File: src/rtl/nn_layer_seq.sv
// nn_layer_seq: one time-multiplexed signed MAC that evaluates a layer of
// N_NEURON neurons with N_IN inputs each, one product per clock.
//
// Ports:
//   clk, reset          rising-edge clock, asynchronous active-high reset
//   cfg_valid/cfg_data  parameter byte stream: for each neuron, its N_IN
//                       weights, then its bias
//   in_valid/in_data    input byte stream x[0..N_IN-1]
//   start               begin an evaluation (needs a complete parameter set)
//   chain               with start: copy the previous outputs into x[]
//   act_sel             with start: 0 = step, 1 = shifted/saturated ReLU
//   threshold           signed step threshold
//   out_sel             neuron index presented on out_byte
//   busy, done          evaluation running / one-cycle results-valid pulse
//   cfg_loaded          a full parameter set has been received
//   err                 sticky protocol error
//   out_vec, out_byte   all neuron outputs / the one selected by out_sel
module nn_layer_seq #(
  parameter int N_IN     = 4,
  parameter int N_NEURON = 4,
  parameter int DW       = 8,
  parameter int ACC_W    = 20,
  parameter int SHIFT    = 0,
  localparam int SEL_W   = (N_NEURON > 1) ? $clog2(N_NEURON) : 1
) (
  input  logic                   clk,
  input  logic                   reset,
  input  logic                   cfg_valid,
  input  logic [DW-1:0]          cfg_data,
  input  logic                   in_valid,
  input  logic [DW-1:0]          in_data,
  input  logic                   start,
  input  logic                   chain,
  input  logic                   act_sel,
  input  logic [DW-1:0]          threshold,
  input  logic [SEL_W-1:0]       out_sel,
  output logic                   busy,
  output logic                   done,
  output logic                   cfg_loaded,
  output logic                   err,
  output logic [N_NEURON*DW-1:0] out_vec,
  output logic [DW-1:0]          out_byte
);
  localparam int IN_W    = (N_IN > 1) ? $clog2(N_IN) : 1;
  localparam int CK_W    = $clog2(N_IN + 1);
  localparam int N_CHAIN = (N_IN < N_NEURON) ? N_IN : N_NEURON;
  localparam logic [IN_W-1:0]  K_LAST  = IN_W'(N_IN - 1);
  localparam logic [SEL_W-1:0] N_LAST  = SEL_W'(N_NEURON - 1);
  localparam logic [CK_W-1:0]  CK_BIAS = CK_W'(N_IN);
  localparam logic signed [ACC_W-1:0] RELU_MAX = ACC_W'((1 << (DW - 1)) - 1);

  typedef enum logic [1:0] {IDLE, MAC, ACT, DONE} state_t;
  state_t state_q, state_d;

  logic signed [DW-1:0] w_mem [N_NEURON][N_IN];
  logic signed [DW-1:0] b_mem [N_NEURON];
  logic signed [DW-1:0] x_mem [N_IN];
  logic [DW-1:0]        out_mem [N_NEURON];

  logic [SEL_W-1:0] cfg_n;
  logic [CK_W-1:0]  cfg_k;
  logic [IN_W-1:0]  in_ptr;
  logic [SEL_W-1:0] mac_n;
  logic [IN_W-1:0]  mac_k;
  logic             act_sel_q;
  logic             start_ok, load_ok, err_set;

  logic signed [2*DW-1:0]  x_ext_p0, w_ext_p0, prod_p0;
  logic signed [ACC_W-1:0] prod_acc_p0, bias_acc_p0, acc_base_p0, acc_p1;
  logic [DW-1:0]           act_out_p1;

  function automatic logic [DW-1:0] step_act(input logic signed [ACC_W-1:0] a,
                                             input logic signed [DW-1:0]    thr);
    logic signed [ACC_W-1:0] thr_ext;
    thr_ext  = {{(ACC_W-DW){thr[DW-1]}}, thr};
    step_act = {{(DW-1){1'b0}}, (a > thr_ext)};
  endfunction

  function automatic logic [DW-1:0] relu_sat(input logic signed [ACC_W-1:0] a);
    logic signed [ACC_W-1:0] s;
    s = a >>> SHIFT;
    if (s < 0)             relu_sat = '0;
    else if (s > RELU_MAX) relu_sat = RELU_MAX[DW-1:0];
    else                   relu_sat = s[DW-1:0];
  endfunction

  // Stage p0: one signed product per cycle; the first product of a neuron
  // starts from its bias instead of the running sum.
  assign x_ext_p0    = {{DW{x_mem[mac_k][DW-1]}}, x_mem[mac_k]};
  assign w_ext_p0    = {{DW{w_mem[mac_n][mac_k][DW-1]}}, w_mem[mac_n][mac_k]};
  assign prod_p0     = x_ext_p0 * w_ext_p0;
  assign prod_acc_p0 = {{(ACC_W-2*DW){prod_p0[2*DW-1]}}, prod_p0};
  assign bias_acc_p0 = {{(ACC_W-DW){b_mem[mac_n][DW-1]}}, b_mem[mac_n]};
  assign acc_base_p0 = (mac_k == '0) ? bias_acc_p0 : acc_p1;

  // Stage p1: activation of the completed accumulator.
  assign act_out_p1 = act_sel_q ? relu_sat(acc_p1) : step_act(acc_p1, $signed(threshold));

  always_ff @(posedge clk or posedge reset) begin
    if (reset) state_q <= IDLE;
    else       state_q <= state_d;
  end

  always_comb begin
    state_d  = state_q;
    busy     = 1'b0;
    done     = 1'b0;
    start_ok = 1'b0;
    load_ok  = 1'b0;
    err_set  = 1'b0;
    case (state_q)
      IDLE: begin
        if (start) begin
          // start always wins over load bytes in the same cycle
          if (cfg_loaded) begin
            start_ok = 1'b1;
            state_d  = MAC;
          end
          err_set = !cfg_loaded || cfg_valid || in_valid;
        end else begin
          load_ok = 1'b1;
        end
      end
      MAC: begin
        busy    = 1'b1;
        err_set = start || cfg_valid || in_valid;
        if (mac_k == K_LAST) state_d = ACT;
      end
      ACT: begin
        busy    = 1'b1;
        err_set = start || cfg_valid || in_valid;
        state_d = (mac_n == N_LAST) ? DONE : MAC;
      end
      DONE: begin
        done    = 1'b1;
        err_set = start || cfg_valid || in_valid;
        state_d = IDLE;
      end
      default: state_d = IDLE;
    endcase
  end

  always_ff @(posedge clk or posedge reset) begin
    if (reset) begin
      for (int n = 0; n < N_NEURON; n++) begin
        for (int i = 0; i < N_IN; i++) w_mem[n][i] <= '0;
        b_mem[n]   <= '0;
        out_mem[n] <= '0;
      end
      for (int i = 0; i < N_IN; i++) x_mem[i] <= '0;
      cfg_n      <= '0;
      cfg_k      <= '0;
      in_ptr     <= '0;
      mac_n      <= '0;
      mac_k      <= '0;
      acc_p1     <= '0;
      act_sel_q  <= 1'b0;
      cfg_loaded <= 1'b0;
      err        <= 1'b0;
    end else begin
      err <= err | err_set;

      if (load_ok && cfg_valid) begin
        if (cfg_k == CK_BIAS) begin
          b_mem[cfg_n] <= $signed(cfg_data);
          cfg_k        <= '0;
          if (cfg_n == N_LAST) begin
            cfg_n      <= '0;
            cfg_loaded <= 1'b1;
          end else begin
            cfg_n <= cfg_n + SEL_W'(1);
          end
        end else begin
          w_mem[cfg_n][cfg_k[IN_W-1:0]] <= $signed(cfg_data);
          cfg_k <= cfg_k + CK_W'(1);
        end
      end

      if (load_ok && in_valid) begin
        x_mem[in_ptr] <= $signed(in_data);
        in_ptr        <= (in_ptr == K_LAST) ? '0 : in_ptr + IN_W'(1);
      end

      if (start_ok) begin
        act_sel_q <= act_sel;
        mac_n     <= '0;
        mac_k     <= '0;
        if (chain) begin
          for (int i = 0; i < N_CHAIN; i++) x_mem[i] <= $signed(out_mem[i]);
        end
      end

      if (state_q == MAC) begin
        acc_p1 <= acc_base_p0 + prod_acc_p0;
        mac_k  <= (mac_k == K_LAST) ? '0 : mac_k + IN_W'(1);
      end

      if (state_q == ACT) begin
        out_mem[mac_n] <= act_out_p1;
        if (mac_n != N_LAST) mac_n <= mac_n + SEL_W'(1);
      end
    end
  end

  always_comb begin
    out_vec = '0;
    for (int i = 0; i < N_NEURON; i++) out_vec[i*DW +: DW] = out_mem[i];
  end

  always_comb begin
    out_byte = '0;
    if (int'(out_sel) < N_NEURON) out_byte = out_mem[out_sel];
  end

endmodule

File: config.mk
export PLATFORM = sky130hd
export DESIGN_NAME = nn_layer_seq
export DESIGN_NICKNAME = d
export VERILOG_FILES = /design/src/rtl/nn_layer_seq.sv
export SDC_FILE = /design/constraint.sdc
export NUM_CORES = 1
export LEC_CHECK = 0
export ABC_AREA = 1
export CORE_MARGIN = 2
export CORE_UTILIZATION = 50
export CTS_CLUSTER_DIAMETER = 40
export DETAILED_ROUTE_END_ITERATION = 6
export PLACE_DENSITY = 0.68
export SLEW_MARGIN = 0
export SYNTH_ARGS = -nofsm -noshare
export SYNTH_HDL_FRONTEND = slang
export SYNTH_SLANG_ARGS = --single-unit
File: constraint.sdc
create_clock -name clk -period 9.5 [get_ports clk]
set_input_delay 1.425 -clock clk [delete_from_list [all_inputs] [get_ports clk]]
set_output_delay 1.425 -clock clk [all_outputs]
set_load 0.02 [all_outputs]
======== Word-level counts from Yosys, hierarchy flattened ========
Cells that the tools add are included.
cells by class
  equal/unequal tests ..................... 12
  multiplexer cells ....................... 59
  bitwise logic cells ..................... 8
  reductions and logical operators ........ 20
  $mul .................................... 1
  $add $sub $neg .......................... 6
  magnitude comparators ................... 13
operators with widths
  cell                 number
  $mux 32              6
  $bwmux 128           1
  $mux 8               15
  $bwmux 32            3
  $bmux 32 s2          1
  $bmux 8 s2           4
  $demux 32 s2         1
  $demux 8 s2          4
  $mux 2               12
  $add 20x16->20       1
  $gt 20x8->1          1
  $gt 20x8->1 const B  1
  $lt 20x1->1 const B  1
  $mux 20              1
  $ge 3x3->1 const B   6
  $not 2->3            6
  $mul 8x8->16         1
  $eq 2x2->1 const B   6
  $lt 3x1->1 const B   4
  $add 2x1->2 const B  4
  $mux 1               8
  $pmux 2 s4           1
  $logic_and 1x1->1    6
  $ne 2x2->1 const B   3
  16 further kinds     22
word-level totals
  word-level logic and storage cells ...... 157
  input bits .............................. 33
  output and inout bits ................... 44
  bits in registers ....................... 260

======== Logic depth before layout (Yosys ltp) ========
  depth in word-level cells ............... 9
  gate-level depth with buffers ........... 30

======== Least setup slack after synthesis ========
No wires, ideal clock.
  kind .................................... reg-to-reg
  from .................................... register mac_n[0]
  to ...................................... register acc_p1[13]
  buffers on the path ..................... 2
  slack ................................... 3.927 ns
  data arrival time ....................... 5.491 ns
  required time ........................... 9.418 ns
  clock period less this slack ............ 5.573 ns
  cell stages (with the launch flop) ...... 25
  path through ............................ dfrtp_1 -> buf_4 -> buf_4 -> o21ai_0 -> o22ai_1 -> o211ai_1 -> nand2_2 -> inv_2 -> nor2_2 -> inv_1 -> fa_1 -> inv_1 -> fa_1 -> fa_1 -> inv_1 -> fa_1 -> inv_1 -> fa_1 -> ha_1 -> nand2_1 -> a21oi_1 -> o21ai_0 -> nand3b_1 -> or2_2 -> a31oi_1
on the way
  cells in the longest elaborated chain, start to end .. 9
  elaborated cells on any way between the ends .. 13
RTL lines
  what                                        RTL line  text
  start: declaration                          63        logic [SEL_W-1:0] mac_n;
  start signal: assignment                    200       if (mac_n != N_LAST) mac_n <= mac_n + SEL_W'(1);
  $not 2->3 (not written as such) (*)         90, 93
  $bmux 32 s2                                 90        assign w_ext_p0 = {{DW{w_mem[mac_n][mac_k][DW-1]}}, w_mem[mac_n][mac_k]};
  $mux 32 (not written as such) (2 in a row)  90
  $bmux 8 s2                                  90
  $mux 8 (not written as such) (2 in a row)   90
  $mul 8x8->16                                91        assign prod_p0 = x_ext_p0 * w_ext_p0;
  $add 20x16->20 (*)                          194       acc_p1 <= acc_base_p0 + prod_acc_p0;
  end signal: assignment                      194
  end: declaration                            69        logic signed [ACC_W-1:0] prod_acc_p0, bias_acc_p0, acc_base_p0, acc_p1;
Mark *: on every way between the ends. The rest lies on a longest branch, timed or not. The select of a mux whose other input is x is not followed.
A chain may end at the register's enable or synchronous reset.

======== Worst setup path after layout ========
  from .................................... register mac_n[1]
  to ...................................... register acc_p1[19]
Same word-level chain as after synthesis.

==> results by group <==
Yosys
  – Synth top area share: 0.3922
  – Syn nets: 2167
  – Largest cells by area after synthesis: dfrtp_1 (39%), fa_1 (11%), nand2_1 (9.5%), o21ai_0 (9.4%), ha_1 (6.7%)
  – Cells after Synth: 1957
  – Synth unique cells: 46
  – Syn_area_per_cell: 8.476 um2
  – EDFF count, synth: 0
  – Post-synth top area cell: dfrtp_1
  – Seq cells post-synth: 260
  – Synth Cell Area: 16590 um2
  – FFs w/ async S/R, synth: 1.000
  – Syn. warnings: 0
  – Top FF cell, synth: dfrtp_1
  – Post-synthesis sequential area ratio: 0.3922

Timing
  – WHS: 0.4653 ns
  – Setup repair after global routing missed its margin: false
  – Fin Clk Skew: 0.01826 ns
  – Final Slew Violations: 0
  – Final period util: 0.7167
  – Actual slew at the worst max-slew pin: 1.121 ns
  – Finish-stage setup viols: 0
  – Fin worst setup slack: 2.692 ns
  – Minimum clock period: 6.808 ns
  – FMAX: 146.9 MHz
  – Setup TNS: 0 ns
  – Final hold vios: 0
  – Slew HR: 0.2498

CTS
  – Clk root buf: clkbuf_16
  – H-tree lvl count: 2
  – Post-CTS setup buffers: 0
  – Gates resized, CTS repair: 0
  – Clock buffer count from CTS: 36
  – Clk_lat worst skew: 0.52 ns
  – Clock-pin transition on the worst setup and hold timing paths: 0.06 ns
  – TritonCTS clock tree: yes
  – Clock Sinks: 260
  – Clock buffer depth: 3
  – Post-CTS Hold Fix Bufs: 0

Worst setup path
  – RR Endpoint: acc_p1[19]
  – Max FO, Critical Path: 44
  – Worst path max stage delay: 0.66 ns
  – R2R depth: 27
  – CP required: 9.90 ns
  – Crit end category: flop
  – Worst path slowest cell: inv_2
  – Setup crit start: mac_n[1]
  – Data arrival time at the worst-slack endpoint: 7.21 ns
  – Critical setup path kind: reg -> reg
  – Reg2reg start: mac_n[1]
  – R2R setup slack: 2.69 ns
  – Startpoint type of the worst setup path: flop

Route
  – Final ANT Viol Nets: 0
  – First-pass DRT Iterations: 6
  – Vias per cell: 5.662
  – Drt total wl: 44120 um
  – Vias: 13860
  – # DRC: 0
  – Wire per inst: 18.02 um
  – DRT iter0 DRCs: 1215

Hold path
  – Hold endpoint: err
  – Hold wc startpoint: err
  – Worst Hold Class: reg -> reg
  – Min-Delay Path Depth: 2

Job
  – Max Cap Violations: 0

Outcome
  – Status: finished, final reports clean

Floorplanning
  – Row Count: 66
  – Full die area: 34650 um2
  – Core box area: 32620 um2
  – Die width: 186.1 um
  – Die H: 186.1 um
  – Initial core utilization: 0.5086
  – I/O pin total: 77

GRT
  – Largest net degree at the start of global routing: 162
  – Antenna violations before repair: 0
  – GR Overflow Total: 0
  – Vias in the first global route: 13480
  – Gr usage total: 0.2638
  – First-pass GRT wire length: 71530 um

Place
  – Port bufs: 76
  – Dpl ws: 2.860 ns
  – Final HPWL DP: 30760 um
  – Routability cong.: 0.8910

Cells and area
  – Area Growth Syn to Fin: 12.25%
  – Antenna diodes: 0
  – Final nets: 2189
  – Final core utilization: 0.5708
  – Share of layout cells above drive strength 1: 0.06181
-- layout by cell type (no fill, tap or decap), types with 4 or more instances in the layout --
cell	Yosys	routed
nand2_1	420	419
o21ai_0	311	311
dfrtp_1	260	259
nor2_1	202	202
inv_1	184	183
ha_1	89	89
fa_1	88	88
clkdlybuf4s50_1	0	76
nand3_1	69	69
a21oi_1	46	46
clkbuf_16	0	36
a31oi_1	33	33
o221ai_1	23	23
o22ai_1	21	21
o211ai_1	13	13
inv_2	12	12
nand3_4	9	9
o21ai_1	8	8
or2_2	8	8
nand2_4	7	7
clkinvlp_4	0	7
o21ai_2	6	6
xor2_1	6	6
nand3b_1	5	5
nand4_1	5	5
a32oi_1	5	5
bufinv_16	0	5
clkbuf_1	45	5
nand2_2	3	4
clkinv_2	0	4
buf_4	7	4
-- layer usage --
layer	GRT usage	routed length, um	up-vias	part of all wire
met5	0	0	-	0
met4	0.09386	1522	0	0.034
met3	0.03407	2752	98	0.062
met2	0.4262	19870	517	0.45
met1	0.3685	19980	6755	0.45
li1	-	-	6490	-
-- registers in the layout, summed over array words and instances (netlist names) --
signal / count
acc_p1: 20
act_sel_q: 1
b_mem: 32
cfg_k: 3
cfg_loaded: 1
cfg_n: 2
err: 1
in_ptr: 2
mac_k: 2
mac_n: 2
out_vec: 32
state_q: 2
w_mem: 128
x_mem: 32
-- cell families after synthesis --
kind of cell | after synthesis | share of synthesized area
XOR/XNOR | 9 | 0.004752
buffers and inverters | 296 | 0.07988
AND/OR/NAND/NOR | 737 | 0.1882
AO/OA/AOI/OAI | 478 | 0.1616
flip-flops | 260 | 0.3922
adder cells (fa/ha/maj) | 177 | 0.1733
-- how the worst max path moves through the flow --
stage | to | slack (ns) | cells past startpoint
global placement | acc_p1[19] | 2.92 | 27
CTS | acc_p1[18] | 2.70 | 27
floorplan | acc_p1[0] | 0.92 | 1
detailed placement | acc_p1[19] | 2.86 | 27
finish | acc_p1[19] | 2.69 | 27
global route | acc_p1[19] | 2.22 | 27
-- worst max-delay path: cells and delay by family (launching register included) --
kind / cells / cell delay, ns
buffers and inverters: 7 / 1.51
adders and majority gates: 6 / 2.96
DFF: 1 / 0.36
AOI/OAI and AO/OA: 3 / 0.67
and+or+nand+nor: 11 / 1.17
-- through the flow --
stage	cells	cell area (um2)
global route	2448	18620
detailed placement	2383	17390
floorplan	1957	16590
finish	2448	18620
CTS	2448	18620
global placement	2383	17390
-- Yosys cell counts (4+ instances only) --
cell type	instances
buf_2	20
a32oi_1	5
dfrtp_1	260
buf_1	4
clkbuf_1	45
o22ai_1	21
o21ai_2	6
or2_2	8
o221ai_1	23
nor2_1	202
a21oi_1	46
a31oi_1	33
inv_2	12
nand4_1	5
buf_6	17
buf_4	7
o211ai_1	13
nand2_1	420
nand3_4	9
ha_1	89
o21ai_0	311
xor2_1	6
nand2_4	7
o21ai_1	8
nand3_1	69
inv_1	184
nand3b_1	5
fa_1	88
-- final cells by class --
class                   count  area (um2)
fillers                  2971       14000
multi-input cells        1401        8760
flip-flops and latches    260        6507
clock buffers              43       947.2
repair buffers             81       810.8
inverters                 199       759.5
well taps                 442       553.0
clock inverters            22       282.8
Power is left out: the tool's default activity adds up to more than one toggle a clock period on the data nets, which glitch-free logic cannot reach.
